**config.mk**
```make
export PLATFORM = sky130hd
export DESIGN_NAME = mcu_run_step_ctrl
export DESIGN_NICKNAME = d
export VERILOG_FILES = /design/src/rtl/mcu_run_step_ctrl.sv
export SDC_FILE = /design/constraint.sdc
export NUM_CORES = 1
export LEC_CHECK = 0
export CAP_MARGIN = 20
export CORE_UTILIZATION = 46
export CTS_BUF_LIST = sky130_fd_sc_hd__clkbuf_8
export CTS_CLUSTER_SIZE = 20
export DETAILED_ROUTE_END_ITERATION = 10
export PLACE_DENSITY = 0.78
export REMOVE_ABC_BUFFERS = 1
export SYNTH_ARGS = -nofsm -noshare
export SYNTH_HDL_FRONTEND = slang
export SYNTH_SLANG_ARGS = --single-unit
```
**constraint.sdc**
```tcl
create_clock -name clk_in -period 2 [get_ports clk_in]
set_clock_uncertainty 0.2 [all_clocks]
set_input_delay 0.3 -clock clk_in [delete_from_list [all_inputs] [get_ports clk_in]]
set_output_delay 0.3 -clock clk_in [all_outputs]
set_load 0.01 [all_outputs]
```
**src/rtl/mcu_run_step_ctrl.sv**
```systemverilog
// Run/step/breakpoint sequencer issuing one-clock datapath advance pulses.
// Optional breakpoint compare and BRKHIT state: define MCU_RUN_STEP_BRK_EN.
module mcu_run_step_ctrl #(
  parameter int PC_W    = 16,
  parameter int CNT_W   = 32,
  parameter int DIV_W   = 24,
  parameter int RUN_DIV = 5000000
) (
  input  logic             clk_in,
  input  logic             Clear,
  input  logic             run,
  input  logic             step,
  input  logic [PC_W-1:0]  pc,
  input  logic [PC_W-1:0]  brk_addr,
  input  logic             brk_arm,
  output logic             adv,
  output logic [1:0]       state,
  output logic [CNT_W-1:0] cycles,
  output logic             halted
);

  typedef enum logic [1:0] {
    S_HALT   = 2'b00,
    S_RUN    = 2'b01,
    S_STEP   = 2'b10,
    S_BRKHIT = 2'b11
  } state_t;

  localparam logic [DIV_W-1:0] DIV_LAST = DIV_W'(RUN_DIV - 1);

  state_t             r_state, w_state_nxt;
  logic               r_adv, w_adv_nxt;
  logic [DIV_W-1:0]   r_div, w_div_nxt;
  logic [CNT_W-1:0]   r_cycles;
  logic               r_halted;
  logic               w_brk;

`ifdef MCU_RUN_STEP_BRK_EN
  // pc lags adv by one edge, so skip the compare while adv is high
  assign w_brk = brk_arm && (pc == brk_addr) && !r_adv;
`else
  logic w_unused;
  assign w_unused = ^{pc, brk_addr, brk_arm};
  assign w_brk    = 1'b0;
`endif

  always_comb begin
    w_state_nxt = r_state;
    w_adv_nxt   = 1'b0;
    w_div_nxt   = r_div;
    case (r_state)
      S_HALT: begin
        if (run) begin
          w_state_nxt = S_RUN;
          w_div_nxt   = '0;
        end else if (step) begin
          w_state_nxt = S_STEP;
          w_adv_nxt   = 1'b1;
        end
      end
      S_STEP: w_state_nxt = S_HALT;
      S_RUN: begin
        if (!run) begin
          w_state_nxt = S_HALT;
          w_div_nxt   = '0;
        end else if (w_brk) begin
          w_state_nxt = S_BRKHIT;
        end else if (r_div == DIV_LAST) begin
          w_adv_nxt = 1'b1;
          w_div_nxt = '0;
        end else begin
          w_div_nxt = r_div + 1'b1;
        end
      end
      S_BRKHIT: begin
        // step wins so a held run resumes through STEP -> HALT -> RUN
        if (step) begin
          w_state_nxt = S_STEP;
          w_adv_nxt   = 1'b1;
        end else if (!run) begin
          w_state_nxt = S_HALT;
        end
      end
      default: w_state_nxt = S_HALT;
    endcase
  end

  always_ff @(posedge clk_in or posedge Clear) begin
    if (Clear) begin
      r_state  <= S_HALT;
      r_adv    <= 1'b0;
      r_div    <= '0;
      r_cycles <= '0;
      r_halted <= 1'b1;
    end else begin
      r_state  <= w_state_nxt;
      r_adv    <= w_adv_nxt;
      r_div    <= w_div_nxt;
      r_cycles <= r_cycles + {{(CNT_W-1){1'b0}}, r_adv};
      r_halted <= (w_state_nxt != S_RUN);
    end
  end

  assign adv    = r_adv;
  assign state  = r_state;
  assign cycles = r_cycles;
  assign halted = r_halted;

endmodule
```
==> impl_results.md, run 1 <==
- Status: finished with violations
- Failing checks: negative setup slack
- Placed Area: 0.00381 sq mm
- GPL Wtd Cong: 0.821
- Area contributors post-synth: dfrtp_1 50%, xnor2_1 6.2%, nand2_1 4.7%
- Worst EP required: 2010 ps
- Launching element type of the critical path: flip-flop
- Most instantiated cells after synthesis: 59 x dfrtp_1, 37 x nand2_1, 24 x nand3_1
- Most numerous cell in the Yosys netlist: dfrtp_1
- Die height: 82.2 um
- Slew Viols, Final: 0
- Primary FF master, synth: dfrtp_1
- Final Non-Filler Cells: 481
- Number of clock sinks: 60
- # IOs: 73
- Max VDD drop: 0.678 mV
- DRC errors left: 0
- YS warnings: 0
- Die area: 0.00675 sq mm
- Crit path kind: flip-flop to flip-flop
- Core Util, Final: 0.728
- Slew headroom: 0.632
- Reg2reg start: r_div[13]
- Avg Cell Area, Syn: 10.2 sq um
- Vias in the first global route: 2532
- Vias: 2824
- FMAX: 0.449 GHz
- CTS Buffer Depth: 2
- Ys async rst share: 1.00
- Minimum clock period: 2230 ps
- CTS Root Cell: clkbuf_8
- Worst-margin pin slew: 550 ps
- First-pass GRT wire length: 11500 um
- Total gr overflow: 0
- Iteration-0 DRC count of the detailed router: 327
- Worst hold-check path type: primary input to asynchronous set/reset pin
- Final setup viols: 43
- Final Hold Fails: 0
- Final instance area: 0.00441 sq mm
- DRT antenna net count: 0
- Gr usage total: 0.228
- Layout Nets: 441
- Worst EP arrival: 2230 ps
- Core Box Area: 0.00606 sq mm
- Seq cells post-synth: 60
- Rows: 28
- Post-Syn Instances: 291
- Critical path capture point type: flip-flop
- Vias per cell: 5.87
- Die W: 82.2 um
- Crit path from: r_div[13]
- Placed cells: 449
- Sequential share of the synthesized area: 0.508
- EDFF count, synth: 0
- Drt pass-1 iters: 4
- Post-DR wirelength/cell: 17.9 um
- H-tree levels: 3
- CTS tree: done
- # port buffers: 39
- Cts hold-fix bufs: 0
- Inserted Diodes: 0
- PD cells: 681 mW/mm^2
- Final HPWL DP: 4740 um
- Reg2Reg Depth: 6
- CTS Buf Count: 9
- Area Overhead vs Synth: 49.3%
- Worst setup margin: -225 ps
- Leading area contributor after synthesis: dfrtp_1
- DP Worst Slack: -351 ps
- CP max FO: 10
- Reg clk slew, reported paths: 70 ps
- Share of layout cells above drive strength 1: 0.328
- Final Routed Wirelength: 8620 um
- Final Power: 3.01 mW
- Initial Util: 0.488
- Antenna violations before repair: 0
- Final worst path period share: 1.11
- LEAKAGE: 1.98 nW
- Clock Latency Late Sink: 350 ps
- Yosys top cell area share: 0.499
- Largest net degree at the start of global routing: 61
- Synth cell types: 45
- Synth Cell Area: 0.00296 sq mm
- Reported max-cap violation count: 0
- RSZ-0062 raised after global routing: yes
==> worst max-delay path: stages (launching register included) <==
cell     delay [ps]
dfrtp_1         390
or4_4           560
nor4_4          350
a21oi_2         170
buf_6           170
o21ai_1         110
a31oi_1         130
==> cells by family after synthesis <==
group           Yosys count  synth area share
buf+inv                  14            0.0254
fa+ha+maj                 3            0.0127
flops                    60             0.508
compound gates           50             0.113
xor+xnor                 32            0.0948
simple gates            132             0.246
==> power by group <==
group | total (mW) | internal (mW) | switching [mW]
registers | 1.35 | 1.29 | 0.0698
logic | 0.591 | 0.314 | 0.277
clock network | 1.06 | 0.559 | 0.502
total | 3.01 | 2.16 | 0.849
==> layout by cell type (no fill, tap or decap), types with 4 or more instances in the layout <==
cell	Yosys	layout
nor2_1	11	8
xor2_1	11	11
o21ai_2	0	6
nand2_1	37	34
dfrtp_1	59	59
nor4_4	2	4
a21oi_1	7	6
buf_6	3	16
xnor2_1	21	20
a31oi_1	13	12
nand4_1	13	13
clkdlybuf4s50_1	0	36
inv_1	7	8
buf_4	0	50
nor3_1	13	8
nand3_1	24	22
a21oi_2	4	5
and3_1	7	6
clkbuf_8	0	9
==> through the flow <==
step / hold WS, ps / TNS (ps)
detailed placement: 264 / -6420
CTS: 137 / -3980
finish: 132 / -6130
floorplan: 147 / -4620
global route: 174 / -8960
global placement: 257 / -4400
==> cell type report <==
cell class / count / area (sq um)
fill: 386 / 1650
sequential: 60 / 1500
timing repair buffer: 106 / 988
clock inverter: 7 / 60.1
tap: 75 / 93.8
multi-input combinational: 217 / 1620
inverter: 7 / 26.3
clock buffer: 9 / 124
==> what timing repair did <==
| action | in CTS | in global routing |
|---|---|---|
| pin swaps | 26 | 16 |
| gates resized for setup | 39 | 33 |
| endpoints found under the hold margin | 0 | 0 |
| setup buffers | 7 | 9 |
| setup endpoints to repair | 42 | 40 |
==> routing by layer <==
layer,GRT usage,up-vias,part of all wire
met5,0,-,0
met4,0.0772,0,0.022
met3,0.0703,26,0.062
met2,0.391,136,0.51
met1,0.271,1385,0.40
li1,-,1277,-
==> final timing paths <==
kind,to,slack [ps]
min in group clk_in,cycles[31],280
worst min-delay path,cycles[4],130
worst min register to register,cycles[31],280
worst max-delay path,r_div[5],-230
worst max register to register,r_div[5],-230
max in group asynchronous,halted,1190
==> sequential cells by signal, indices dropped and copies added, names as in the netlist <==
signal	cells
cycles	32
r_div	24
halted	1
state	2
adv	1
(Power assumes the default switching activity.)
==> run 2, diff against run 1 <==
--- a/config.mk
+++ b/config.mk
@@ -10,7 +10,7 @@
 export CTS_BUF_LIST = sky130_fd_sc_hd__clkbuf_8
 export CTS_CLUSTER_SIZE = 20
 export DETAILED_ROUTE_END_ITERATION = 10
-export PLACE_DENSITY = 0.78
+export PLACE_DENSITY = 0.79
 export REMOVE_ABC_BUFFERS = 1
 export SYNTH_ARGS = -nofsm -noshare
 export SYNTH_HDL_FRONTEND = slang
==> impl_results.md, run 2 (synthesized netlist as in run 1, its figures left out) <==
- PD cells: 748 mW/mm^2 (+9.8%)
- Power Internal: 2.48 mW (+15%)
- CP max stage delay: 580 ps (+20 ps)
- Worst setup margin: -207 ps (+18.2 ps)
- Largest net degree at the start of global routing: 29 (-52%)
- TNS Setup: -4360 ps (+1770 ps)
- Iteration-0 DRC count of the detailed router: 198 (-39%)
- Final Non-Filler Cells: 476 (-1.0%)
- CTS Root Cell: clkbuf_8
- Clock power frac: 0.419 (+0.066)
- Slew headroom: 0.600 (-0.0322)
- Failing checks: negative setup slack
- # port buffers: 39 (unchanged)
- Vias in the first global route: 2668 (+5.4%)
- Status: finished with violations
- Placed cells: 451 (+0.45%)
- Core Util, Final: 0.728 (about the same)
- Sw Share: 0.250 (-0.0323)
- Core Box Area: 0.00606 sq mm (unchanged)
- Reg clk slew, reported paths: 70 ps (about the same)
- LEAKAGE: 1.99 nW (+0.47%)
- Antenna violations before repair: 0 (unchanged)
- H-tree levels: 3 (unchanged)
- Area Overhead vs Synth: 49.3% (about the same)
- Max VDD drop: 0.638 mV (-5.9%)
- Reported max-cap violation count: 0 (unchanged)
- Inserted Diodes: 0 (unchanged)
- CTS Buf Count: 9 (unchanged)
- Total gr overflow: 0 (unchanged)
- CTS tree: done
- Final setup viols: 38 (-12%)
- Psw: 825 uW (-2.8%)
- Crit path kind: flip-flop to flip-flop
- Critical path capture point type: flip-flop
- DRC errors left: 0 (unchanged)
- Initial Util: 0.488 (unchanged)
- Clock Latency Late Sink: 350 ps (about the same)
- Vias per cell: 5.83 (-0.67%)
- Worst-margin pin slew: 595 ps (+45.4 ps)
- Post-DR wirelength/cell: 17.2 um (-4.2%)
- Reg power frac: 0.410 (-0.041)
- CTS Buffer Depth: 2 (unchanged)
- Max reg flops: 32 (unchanged)
- Final HPWL DP: 4790 um (+0.91%)
- Slew Viols, Final: 0 (unchanged)
- Layout Nets: 436 (-1.1%)
- Minimum clock period: 2210 ps (-18.2 ps)
- Rows: 28 (unchanged)
- Die W: 82.2 um (unchanged)
- Launching element type of the critical path: flip-flop
- First-pass GRT wire length: 12200 um (+5.5%)
- Die area: 0.00675 sq mm (unchanged)
- # IOs: 73 (unchanged)
- Drt pass-1 iters: 5 (+1)
- GPL Wtd Cong: 0.821 (about the same)
- Final Routed Wirelength: 8170 um (-5.2%)
- Share of layout cells above drive strength 1: 0.309 (-0.0184)
- Vias: 2776 (-1.7%)
- CP max FO: 28 (+18)
- Worst EP required: 2000 ps (about the same)
- Gr usage total: 0.241 (+0.0124)
- DP Worst Slack: -289 ps (+62.2 ps)
- Slowest-stage cell, CP: or4b_4
- Worst hold-check path type: primary input to asynchronous set/reset pin
- Worst EP arrival: 2210 ps (-20 ps)
- Commonest non-fill, non-tap cell in the layout: dfrtp_1
- Commonest non-fill, non-tap cells in the layout: 59 x dfrtp_1, 48 x buf_4, 38 x clkdlybuf4s50_1, 34 x nand2_1, 22 x nand3_1
- Final worst path period share: 1.10 (-0.00912)
- DRT antenna net count: 0 (unchanged)
- Combinational fraction of design power: 0.170 (-0.027)
- CP Cell Sequence: or4b_4 > nor4_4 > a21oi_2 > buf_12 > or2b_1 > a31oi_1
- RSZ-0062 raised after global routing: yes
- Final Power: 3.30 mW (+9.8%)
- Final Hold Fails: 0 (unchanged)
- FMAX: 0.453 GHz (+0.83%)
- Die height: 82.2 um (unchanged)
- Number of clock sinks: 60 (unchanged)
-- run 2: per-layer routing --
metal | part of all wire | wire length, um | vias up | track usage
met5 | 0 | 0 | - | 0
met2 | 0.51 | 4160 | 93 | 0.411
met4 | 0.032 | 259 | 0 | 0.125
li1 | - | - | 1265 | -
met1 | 0.41 | 3390 | 1389 | 0.285
met3 | 0.045 | 367 | 29 | 0.0505
-- run 2: metrics by stage --
step	area [sq um]	hold slack, ps
global route	4410	111
floorplan	2910	147
global placement	3840	265
finish	4410	66.3
CTS	4240	72.8
detailed placement	3840	273
-- run 2: power groups by stage --
stage	Sequential [mW]	Combinational (mW)	Clock (mW)
final	1.35	0.562	1.39
after global routing	1.36	0.612	1.45
after CTS	1.35	0.520	1.39
after detailed placement	1.36	0.496	0
after global placement	1.36	0.484	0
after floorplan	1.41	0.135	0
-- run 2: cell type report --
| type | instances | area (sq um) |
|---|---|---|
| Fill cell | 398 | 1650 |
| Multi-Input combinational cell | 217 | 1600 |
| Sequential cell | 60 | 1500 |
| Timing Repair Buffer | 101 | 946 |
| Clock buffer | 11 | 151 |
| Clock inverter | 5 | 98.8 |
| Tap cell | 75 | 93.8 |
| Inverter | 7 | 26.3 |
-- run 2: worst paths after layout --
kind	to	slack, ps	depth (start not counted)	start
worst max-delay path	r_div[2]	-210	6	r_div[6]
worst min-delay path	cycles[2]	70	2	Clear
worst max register to register	r_div[2]	-210	6	r_div[6]
worst min register to register	r_div[5]	290	1	r_div[5]
max in group asynchronous	cycles[18]	1050	3	Clear
min in group clk_in	r_div[5]	290	1	r_div[5]
-- run 2: timing repair --
item	CTS	global route
setup buffers	5	5
resized for setup	29	31
pin swaps	18	24
setup endpoints to repair	40	43
hold buffers	0	0
-- run 2: worst max-delay path: cells and delay by family (launching register included) --
family                 cells  cell delay (ps)
AO/OA/AOI/OAI              2              210
AND/OR/NAND/NOR            3             1080
buffers and inverters      1              180
flip-flops                 1              390
